$ cat src/rtl/usb_tx_pkg.sv
// rtl/usb_tx_pkg.sv - shared states and constants for the USB transmit serializer (USB_TX_CRC16_EN adds the CRC state)
package usb_tx_pkg;

    typedef enum logic [2:0] {
        ST_IDLE,
        ST_SYNC,
        ST_DATA,
`ifdef USB_TX_CRC16_EN
        ST_CRC,
`endif
        ST_EOP_REQ,
        ST_EOP_WAIT,
        ST_DONE
    } tx_state_e;

    localparam logic [7:0]  SYNC_BYTE       = 8'h80;
    localparam logic [15:0] CRC16_POLY_REFL = 16'hA001;
    localparam logic [15:0] CRC16_INIT      = 16'hFFFF;

    // Reflected CRC-16 update for one bit, LSB-first
    function automatic logic [15:0] crc16_step(input logic [15:0] crc, input logic bit_in);
        return (crc >> 1) ^ ((crc[0] ^ bit_in) ? CRC16_POLY_REFL : 16'h0000);
    endfunction

endpackage

$ cat src/rtl/usb_tx_serializer_if.sv
// rtl/usb_tx_serializer_if.sv - byte handshake, encoder strobes and status of the transmit serializer
interface usb_tx_serializer_if;
    logic       tx_start;
    logic [7:0] byte_data;
    logic       byte_valid;
    logic       byte_last;
    logic       byte_ready;
    logic       tx_hold;
    logic       transmit_eop;
    logic       tx_out_bit;
    logic       tx_shift;
    logic       create_eop;
    logic       tx_busy;
    logic       tx_done;
    logic       tx_err;

    modport slave (
        input  tx_start, byte_data, byte_valid, byte_last, tx_hold, transmit_eop,
        output byte_ready, tx_out_bit, tx_shift, create_eop, tx_busy, tx_done, tx_err
    );

    modport master (
        output tx_start, byte_data, byte_valid, byte_last, tx_hold, transmit_eop,
        input  byte_ready, tx_out_bit, tx_shift, create_eop, tx_busy, tx_done, tx_err
    );
endinterface

$ cat src/rtl/usb_crc16.sv
// rtl/usb_crc16.sv - bit-serial reflected CRC-16 accumulator, built only with USB_TX_CRC16_EN
`ifdef USB_TX_CRC16_EN
module usb_crc16
    import usb_tx_pkg::*;
(
    input  logic        clk,
    input  logic        n_rst,
    input  logic        clear,
    input  logic        shift_en,
    input  logic        bit_in,
    output logic [15:0] crc_out
);
    logic [15:0] crc_q;

    always_ff @(posedge clk) begin
        if (!n_rst) begin
            crc_q <= CRC16_INIT;
        end else if (clear) begin
            crc_q <= CRC16_INIT;
        end else if (shift_en) begin
            crc_q <= crc16_step(crc_q, bit_in);
        end
    end

    assign crc_out = crc_q;
endmodule
`endif

$ cat src/rtl/usb_tx_serializer.sv
// rtl/usb_tx_serializer.sv - SYNC + payload byte serializer feeding the NRZI/bit-stuff encoder
// USB_TX_CRC16_EN appends the inverted CRC-16 of the non-PID payload before EOP.
module usb_tx_serializer
    import usb_tx_pkg::*;
#(
    parameter int CLKS_PER_BIT = 8
) (
    input  logic                clk,
    input  logic                n_rst,
    usb_tx_serializer_if.slave  bus
);
    localparam int            CW       = (CLKS_PER_BIT > 1) ? $clog2(CLKS_PER_BIT) : 1;
    localparam logic [CW-1:0] CNT_LAST = CW'(CLKS_PER_BIT - 1);

    tx_state_e     state_q;
    logic [CW-1:0] cnt_q;
    logic [7:0]    shreg_q;
    logic [3:0]    idx_q;
    logic          last_q;
    logic          eop_seen_q;
    logic          out_bit_q;
    logic          create_eop_q;
    logic          tx_busy_q;
    logic          tx_done_q;
    logic          tx_err_q;

    logic shifting;
    logic shift_w;
    logic consume;
    logic need_byte;

    always_comb begin
        shifting = (state_q == ST_SYNC) || (state_q == ST_DATA);
`ifdef USB_TX_CRC16_EN
        shifting = shifting || (state_q == ST_CRC);
`endif
    end

    // A shift with tx_hold high is a stuff bit: nothing advances, the same bit is re-sent
    assign shift_w   = shifting && (cnt_q == CNT_LAST);
    assign consume   = shift_w && !bus.tx_hold;
    assign need_byte = consume && (idx_q[2:0] == 3'd7) &&
                       ((state_q == ST_SYNC) || ((state_q == ST_DATA) && !last_q));

    assign bus.byte_ready = need_byte && bus.byte_valid;
    assign bus.tx_shift   = shift_w;
    assign bus.create_eop = create_eop_q;
    assign bus.tx_busy    = tx_busy_q;
    assign bus.tx_done    = tx_done_q;
    assign bus.tx_err     = tx_err_q;

`ifdef USB_TX_CRC16_EN
    logic        pid_q;
    logic [15:0] crc_out;

    usb_crc16 u_crc (
        .clk      (clk),
        .n_rst    (n_rst),
        .clear    (state_q == ST_IDLE),
        .shift_en (consume && (state_q == ST_DATA) && !pid_q),
        .bit_in   (shreg_q[0]),
        .crc_out  (crc_out)
    );

    // The CRC register is frozen during ST_CRC and indexed LSB-first
    assign bus.tx_out_bit = (state_q == ST_CRC) ? ~crc_out[idx_q] : out_bit_q;
`else
    assign bus.tx_out_bit = out_bit_q;
`endif

    always_ff @(posedge clk) begin
        if (!n_rst) begin
            state_q      <= ST_IDLE;
            cnt_q        <= '0;
            shreg_q      <= '0;
            idx_q        <= '0;
            last_q       <= 1'b0;
            eop_seen_q   <= 1'b0;
            out_bit_q    <= 1'b1;
            create_eop_q <= 1'b0;
            tx_busy_q    <= 1'b0;
            tx_done_q    <= 1'b0;
            tx_err_q     <= 1'b0;
`ifdef USB_TX_CRC16_EN
            pid_q        <= 1'b0;
`endif
        end else begin
            create_eop_q <= 1'b0;
            tx_done_q    <= 1'b0;
            tx_err_q     <= 1'b0;
            if (shifting) begin
                cnt_q <= shift_w ? '0 : cnt_q + CW'(1);
            end
            case (state_q)
                ST_IDLE: begin
                    out_bit_q <= 1'b1;
                    if (bus.tx_start) begin
                        state_q    <= ST_SYNC;
                        shreg_q    <= SYNC_BYTE;
                        out_bit_q  <= SYNC_BYTE[0];
                        idx_q      <= '0;
                        cnt_q      <= '0;
                        eop_seen_q <= 1'b0;
                        tx_busy_q  <= 1'b1;
                    end
                end
                ST_SYNC, ST_DATA: begin
                    if (consume) begin
                        if (idx_q[2:0] == 3'd7) begin
                            idx_q <= '0;
                            if (need_byte) begin
                                if (bus.byte_valid) begin
                                    state_q   <= ST_DATA;
                                    shreg_q   <= bus.byte_data;
                                    out_bit_q <= bus.byte_data[0];
                                    last_q    <= bus.byte_last;
`ifdef USB_TX_CRC16_EN
                                    pid_q     <= (state_q == ST_SYNC);
`endif
                                end else begin
                                    state_q      <= ST_EOP_REQ;
                                    tx_err_q     <= 1'b1;
                                    create_eop_q <= 1'b1;
                                    out_bit_q    <= 1'b1;
                                end
                            end else begin
                                out_bit_q <= 1'b1;
`ifdef USB_TX_CRC16_EN
                                state_q   <= ST_CRC;
`else
                                state_q      <= ST_EOP_REQ;
                                create_eop_q <= 1'b1;
`endif
                            end
                        end else begin
                            shreg_q   <= {1'b0, shreg_q[7:1]};
                            out_bit_q <= shreg_q[1];
                            idx_q     <= idx_q + 4'd1;
                        end
                    end
                end
`ifdef USB_TX_CRC16_EN
                ST_CRC: begin
                    if (consume) begin
                        if (idx_q == 4'd15) begin
                            state_q      <= ST_EOP_REQ;
                            create_eop_q <= 1'b1;
                            idx_q        <= '0;
                        end else begin
                            idx_q <= idx_q + 4'd1;
                        end
                    end
                end
`endif
                ST_EOP_REQ: begin
                    state_q    <= ST_EOP_WAIT;
                    eop_seen_q <= bus.transmit_eop;
                end
                ST_EOP_WAIT: begin
                    if (eop_seen_q && !bus.transmit_eop) begin
                        state_q   <= ST_DONE;
                        tx_done_q <= 1'b1;
                    end else if (bus.transmit_eop) begin
                        eop_seen_q <= 1'b1;
                    end
                end
                ST_DONE: begin
                    state_q   <= ST_IDLE;
                    tx_busy_q <= 1'b0;
                end
                default: begin
                    state_q   <= ST_IDLE;
                    tx_busy_q <= 1'b0;
                end
            endcase
        end
    end
endmodule

$ cat src/flat_wrapper.sv
// flat-port wrapper written by rule: the top's interface ports become plain ports
module usb_tx_serializer_flat import usb_tx_pkg::*;
#(
    parameter int CLKS_PER_BIT = 8
)
  (clk, n_rst, bus_tx_start, bus_byte_data, bus_byte_valid, bus_byte_last, bus_tx_hold, bus_transmit_eop, bus_byte_ready, bus_tx_out_bit, bus_tx_shift, bus_create_eop, bus_tx_busy, bus_tx_done, bus_tx_err);
  usb_tx_serializer_if bus_i ();
  input  logic clk;
  input  logic n_rst;
  input wire logic [$bits(bus_i.tx_start)-1:0] bus_tx_start;
  input wire logic [$bits(bus_i.byte_data)-1:0] bus_byte_data;
  input wire logic [$bits(bus_i.byte_valid)-1:0] bus_byte_valid;
  input wire logic [$bits(bus_i.byte_last)-1:0] bus_byte_last;
  input wire logic [$bits(bus_i.tx_hold)-1:0] bus_tx_hold;
  input wire logic [$bits(bus_i.transmit_eop)-1:0] bus_transmit_eop;
  output wire logic [$bits(bus_i.byte_ready)-1:0] bus_byte_ready;
  output wire logic [$bits(bus_i.tx_out_bit)-1:0] bus_tx_out_bit;
  output wire logic [$bits(bus_i.tx_shift)-1:0] bus_tx_shift;
  output wire logic [$bits(bus_i.create_eop)-1:0] bus_create_eop;
  output wire logic [$bits(bus_i.tx_busy)-1:0] bus_tx_busy;
  output wire logic [$bits(bus_i.tx_done)-1:0] bus_tx_done;
  output wire logic [$bits(bus_i.tx_err)-1:0] bus_tx_err;
  assign bus_i.tx_start = bus_tx_start;
  assign bus_i.byte_data = bus_byte_data;
  assign bus_i.byte_valid = bus_byte_valid;
  assign bus_i.byte_last = bus_byte_last;
  assign bus_i.tx_hold = bus_tx_hold;
  assign bus_i.transmit_eop = bus_transmit_eop;
  assign bus_byte_ready = bus_i.byte_ready;
  assign bus_tx_out_bit = bus_i.tx_out_bit;
  assign bus_tx_shift = bus_i.tx_shift;
  assign bus_create_eop = bus_i.create_eop;
  assign bus_tx_busy = bus_i.tx_busy;
  assign bus_tx_done = bus_i.tx_done;
  assign bus_tx_err = bus_i.tx_err;
  usb_tx_serializer #(.CLKS_PER_BIT(CLKS_PER_BIT)) u_core (.clk(clk), .n_rst(n_rst), .bus(bus_i));
endmodule
$ cat config.mk
export PLATFORM = sky130hd
export DESIGN_NAME = usb_tx_serializer_flat
export DESIGN_NICKNAME = d
export VERILOG_FILES = /design/src/rtl/usb_tx_pkg.sv /design/src/rtl/usb_tx_serializer_if.sv /design/src/rtl/usb_crc16.sv /design/src/rtl/usb_tx_serializer.sv /design/src/flat_wrapper.sv
export SDC_FILE = /design/constraint.sdc
export NUM_CORES = 1
export LEC_CHECK = 0
export CORE_UTILIZATION = 34
export CTS_BUF_LIST = sky130_fd_sc_hd__clkbuf_8
export DETAILED_ROUTE_END_ITERATION = 8
export PLACE_DENSITY_LB_ADDON = 0.1
export SYNTH_ARGS = -nofsm -noshare
export SYNTH_HDL_FRONTEND = slang
export SYNTH_SLANG_ARGS = --single-unit
$ cat constraint.sdc
create_clock -name clk -period 2.45 [get_ports clk]
set_input_delay 0.3675 -clock clk [delete_from_list [all_inputs] [get_ports clk]]
set_output_delay 0.3675 -clock clk [all_outputs]
set_load 0.01 [all_outputs]
==> run summary, run 1 <==
Status: finished clean
DRT Wirelength: 2970 um
Synth top cells by count: dfxtp_1, nand2_1, nor2_1
Slew margin rel.: 0.734
Overall Power: 0.739 mW
First-pass GRT wire length: 4950 um
Finished Layout Cells: 221
Clk slew on worst S/H paths: 0.08 ns
Core ar.: 0.00372 mm2
Nets: 193
Clk_skew: 0.00713 ns
Full die area: 0.00419 mm2
Layout cells sized above 1: 0.168
Synth area leader: dfxtp_1
Max-cap violations: 0
Synth warn: 0
Max IR drop VDD: 228 uV
# IOs: 22
Fin. max-slew vios: 0
Resized Gates After CTS: 0
Initial antenna violation count: 0
Synth Register Bits: 23
Distinct cells, synth: 44
Vias in the first global route: 1077
Hold buffer count at CTS: 0
Crit-path max FO: 4
Worst path cell trace: ha_1 -> ha_1 -> and3b_2 -> o2111a_1 -> clkdlybuf4s50_1
Nature of the critical path endpoint: primary output
Cell total after placement: 217
WL per Instance: 13.4 um
Mean Syn Cell Area: 9.04 um2
CP startpoint kind: flop
CTS tree: built
Reg-to-reg critical path endpoint: u_core.shreg_q[4]$_SDFFE_PN0P_
Drc violations: 0
DR iter-0 viols: 63
Final worst slack: 0.125 ns
Overflow after GRT: 0
PwrDens: 441 mW/mm2
Root buffer cell: clkbuf_8
DRT antenna net count: 0
Pre-CTS WS: 0.195 ns
Cells after Synth: 148
Unrepaired setup endpoints after global routing: false
Largest net degree at the start of global routing: 30
Via density: 5.12
Kind of critical path: reg2out
Least-Margin Pin Slew: 0.388 ns
Clock buffer count from CTS: 3
Post-synth EDFFs: 0
Top-count cell post-synth: dfxtp_1
Crit-path most repeated cell: ha_1
DP HPWL: 2150 um
Fin area: 0.00167 mm2
Final hold violation count: 0
Initial Util: 0.360
Multi-input logic area: 805 um2
Die Span Y: 64.7 um
Initial DRT Pass Iterations: 4
Fmax: 430 MHz
Share of the synthesized area in the top cell type: 0.344
ANT cells: 0
Reg2Reg Launch Point: u_core.cnt_q[0]$_SDFF_PN0_
Setup violations, final: 0
Filler cells: 384
Gpl congestion: 0.748
R2R depth: 7
Worst EP required: 2.08 ns
Syn Nets: 167
I/O Buffers: 21
Setup TNS: 0 ns
Clk_lat worst skew: 0.27 ns
Hold depth: 2
WP data arrival: 1.96 ns
P&R area growth vs syn: 25.2%
Post-CTS setup buffer count: 0
Main flop type after synthesis: dfxtp_1
Async set-reset flop share out of synthesis: 0
Post-synthesis sequential area ratio: 0.344
Crit share post-route: 0.949
Max incr delay on CP: 0.54 ns
GRT Util Overall: 0.157
Longest Clk Path Bufs: 2
CTS H-Tree Depth: 1
Tightest Hold Check Type: reg2reg
Die width: 64.7 um
Vias post-DR: 1132
Reg-to-reg setup timing slack: 0.36 ns
Placed cell area: 0.00163 mm2
Worst hold endpoint: u_core.idx_q[1]$_SDFFE_PN0P_
Minimum clock period: 2.32 ns
CP bufs+invs: 1
Min-delay src: u_core.idx_q[1]$_SDFFE_PN0P_
Reg area: 460 um2
Pleak: 0.683 nW
Slowest stage cell, crit path: clkdlybuf4s50_1
Clock sink count: 23
Worst hold slack: 0.459 ns
Row count: 22
CP top delay family: buffers and inverters
Post-Route Utilization: 0.451
Cell area after synthesis: 0.00134 mm2
Largest cells by area after synthesis: dfxtp_1, mux2i_1, mux2_2
## final cells by class
class / count / share of cell area
Sequential cell: 23 / 0.275
Clock inverter: 1 / 0.00224
Multi-Input combinational cell: 110 / 0.481
Timing Repair Buffer: 31 / 0.170
Inverter: 5 / 0.0112
Clock buffer: 3 / 0.0247
Tap cell: 48 / 0.0359
## power by group
part           internal (mW)  switching [mW]  total (mW)
Sequential             0.382         0.00849       0.391
Combinational         0.0597          0.0498       0.110
Clock                  0.112           0.126       0.239
## tightest hold or removal path: stages, from the launching register on
cell,delay [ns]
dfxtp_1,0.32
nand2_1,0.05
a21boi_1,0.05
## how the worst max path moves through the flow
stage	start	end	slack [ns]	cells after the start
global placement	bus_tx_hold	bus_byte_ready	0.21	4
global route	u_core.cnt_q[0]$_SDFF_PN0_	bus_byte_ready	0.01	5
floorplan	u_core.cnt_q[0]$_SDFF_PN0_	u_core.shreg_q[1]$_SDFFE_PN0P_	0.65	7
detailed placement	bus_tx_hold	bus_byte_ready	0.20	4
finish	u_core.cnt_q[0]$_SDFF_PN0_	bus_byte_ready	0.13	5
CTS	u_core.cnt_q[0]$_SDFF_PN0_	bus_byte_ready	0.09	5
## metal layers
layer,wire [um],vias to the layer above,track usage
li1,-,584,-
met1,1440,517,0.205
met2,1320,24,0.247
met3,124,7,0.0194
met4,90,0,0.0861
met5,0,-,0
## logic make-up (layout without fill, tap and decap cells)
logic type / count (synthesis) / count (layout) / synth area share
simple gates: 55 / 55 / 0.239
compound gates: 32 / 32 / 0.177
flops: 23 / 23 / 0.344
mux: 16 / 16 / 0.126
buf+inv: 15 / 40 / 0.0552
fa+ha+maj: 5 / 5 / 0.0449
xor+xnor: 2 / 2 / 0.0131
## layout by cell type, fill, tap and decap left out, types with 2 or more instances in the layout
cell type,n
a21boi_1,3
a21oi_1,5
buf_4,10
clkbuf_8,3
clkdlybuf4s50_1,21
dfxtp_1,23
ha_1,4
inv_1,6
mux2_2,7
mux2i_1,9
nand2_1,14
nand3_1,8
nand3b_1,2
nor2_1,10
nor2b_1,3
nor3b_2,2
nor4_1,2
o2111a_1,2
o21a_1,2
o21ai_0,9
or4b_1,3
xnor2_1,2
## sequential cells by signal (all words and copies together) (netlist names)
name,flops
u_core.bus.tx_out_bit,1
u_core.bus.tx_busy,1
u_core.eop_seen_q,1
u_core.shreg_q,7
u_core.bus.tx_err,1
u_core.idx_q,3
u_core.cnt_q,3
u_core.state_q,3
u_core.last_q,1
u_core.bus.tx_done,1
u_core.bus.create_eop,1
No activity file was read; power rests on OpenSTA's default activity.
==> run 2: changes to the inputs <==
CORE_UTILIZATION = 40   (was 34)
==> run summary, run 2 (synthesis gave the netlist of run 1 again) <==
Hold depth: 2 (unchanged)
Pleak: 0.678 nW (-0.71%)
Initial Util: 0.431 (+0.0711)
Nature of the critical path endpoint: primary output
Min-delay src: u_core.idx_q[2]$_SDFFE_PN0P_
Setup violations, final: 0 (unchanged)
Max incr delay on CP: 0.55 ns (about the same)
Fmax: 428 MHz (-0.40%)
DRT antenna net count: 0 (unchanged)
Commonest non-fill, non-tap cell in the layout: dfxtp_1
Gpl congestion: 0.815 (+8.9%)
Overall Power: 0.730 mW (-1.2%)
Reg2Reg Launch Point: u_core.cnt_q[0]$_SDFF_PN0_
DR iter-0 viols: 36 (-43%)
Crit-path most repeated cell: ha_1
CP startpoint kind: flop
Initial DRT Pass Iterations: 4 (unchanged)
Largest net degree at the start of global routing: 30 (unchanged)
Minimum clock period: 2.33 ns (+0.00933 ns)
Least-Margin Pin Slew: 0.380 ns (-0.00848 ns)
Resized Gates After CTS: 0 (unchanged)
Clk slew on worst S/H paths: 0.09 ns (about the same)
Worst path cell trace: ha_1 -> ha_1 -> and3b_2 -> o2111a_1 -> clkdlybuf4s50_1
Vias post-DR: 1144 (+1.1%)
Nets: 192 (-0.52%)
Clk_skew: 0.00720 ns (+0.0000703 ns)
Clock buffer count from CTS: 3 (unchanged)
CTS tree: built
Most frequent cells in the layout: dfxtp_1, clkdlybuf4s50_1, nand2_1
Via density: 5.30 (+3.4%)
# IOs: 22 (unchanged)
Kind of critical path: reg2out
Unrepaired setup endpoints after global routing: false
Slew margin rel.: 0.740 (+0.00580)
CTS H-Tree Depth: 1 (unchanged)
GRT Util Overall: 0.178 (+0.0208)
Vias in the first global route: 1102 (+2.3%)
Largest register FFs: 7 (unchanged)
Core ar.: 0.00310 mm2 (-16%)
Worst EP required: 2.08 ns (about the same)
Reg-to-reg setup timing slack: 0.37 ns (about the same)
Biggest register: u_core.shreg_q
Full die area: 0.00358 mm2 (-15%)
Reg-to-reg critical path endpoint: u_core.shreg_q[1]$_SDFFE_PN0P_
Tightest Hold Check Type: reg2reg
Overflow after GRT: 0 (unchanged)
Multi-input logic area: 805 um2 (unchanged)
I/O Buffers: 21 (unchanged)
Status: finished clean
WP data arrival: 1.97 ns (about the same)
Max-cap violations: 0 (unchanged)
Root buffer cell: clkbuf_8
Crit share post-route: 0.953 (+0.00381)
Setup TNS: 0 ns (unchanged)
Layout cells sized above 1: 0.169 (+0.000975)
Fin. max-slew vios: 0 (unchanged)
Post-CTS setup buffer count: 0 (unchanged)
Clk_lat worst skew: 0.26 ns (about the same)
Die width: 59.8 um (-7.6%)
Drc violations: 0 (unchanged)
Crit-path max FO: 4 (unchanged)
DP HPWL: 2050 um (-4.6%)
ANT cells: 0 (unchanged)
P&R area growth vs syn: 24.3%
Reg area: 462 um2 (+0.27%)
Row count: 20 (-9.1%)
Longest Clk Path Bufs: 2 (unchanged)
DRT Wirelength: 2850 um (-4.0%)
WL per Instance: 13.2 um (-1.7%)
R2R depth: 7 (unchanged)
Final hold violation count: 0 (unchanged)
Filler cells: 312 (-19%)
Slowest stage cell, crit path: clkdlybuf4s50_1
Worst hold endpoint: u_core.idx_q[2]$_SDFFE_PN0P_
PwrDens: 439 mW/mm2 (-0.56%)
First-pass GRT wire length: 4860 um (-1.7%)
Hold buffer count at CTS: 0 (unchanged)
Initial antenna violation count: 0 (unchanged)
Max IR drop VDD: 184 uV (-19%)
Die Span Y: 59.8 um (-7.6%)
Clock sink count: 23 (unchanged)
-- run 2: cell types whose count changed in the layout (fill, tap and decap cells not counted) --
cell / before / now
buf_4: 10 / 9
dfxtp_1: 23 / 22
dfxtp_2: 0 / 1
-- run 2: cell type report --
type,instances,area share
multi-input combinational,110,0.484
sequential,23,0.278
timing repair buffer,30,0.167
tap,44,0.0331
clock buffer,3,0.0248
inverter,5,0.0113
clock inverter,1,0.00226
-- run 2: through the flow --
step                      setup WS [ns]  cell area [um2]  hold slack, ns  utilization  instances
after floorplan                   0.649             1340           0.434            -        148
after global placement            0.200             1620           0.442        0.521        212
after detailed placement          0.166             1620           0.450        0.521        212
after CTS                        0.0690             1660           0.461        0.535        216
after global routing             0.0232             1660           0.488        0.536        216
final                             0.116             1660           0.464        0.536        216
-- run 2: how the worst max path moves through the flow --
stage,startpoint,endpoint,cells after the start
after floorplan,u_core.cnt_q[0]$_SDFF_PN0_,u_core.shreg_q[1]$_SDFFE_PN0P_,7
after global routing,u_core.idx_q[0]$_SDFFE_PN0P_,bus_byte_ready,5
after global placement,bus_tx_hold,bus_byte_ready,4
after CTS,u_core.idx_q[0]$_SDFFE_PN0P_,bus_byte_ready,5
final,u_core.idx_q[0]$_SDFFE_PN0P_,bus_byte_ready,5
after detailed placement,bus_tx_hold,bus_byte_ready,4
-- run 2: layer usage --
layer  track usage  wire (um)  up-vias
li1              -          -      582
met4        0.0498          8        0
met1         0.229       1420      546
met3        0.0303         77        2
met2         0.303       1350       14
met5             0          0        -
-- run 2: power breakdown --
group / leakage (nW) / switching [mW] / internal, mW
registers: 0.187 / 0.00820 / 0.383
logic: 0.464 / 0.0487 / 0.0584
clock network: 0.0269 / 0.120 / 0.112
-- run 2: critical path: cells and delay by family (launching register included) --
family / cells / cell delay, ns
AND/OR/NAND/NOR: 1 / 0.23
AO/OA/AOI/OAI: 1 / 0.25
buffers and inverters: 1 / 0.55
adder cells (fa/ha/maj): 2 / 0.33
flip-flops: 1 / 0.35
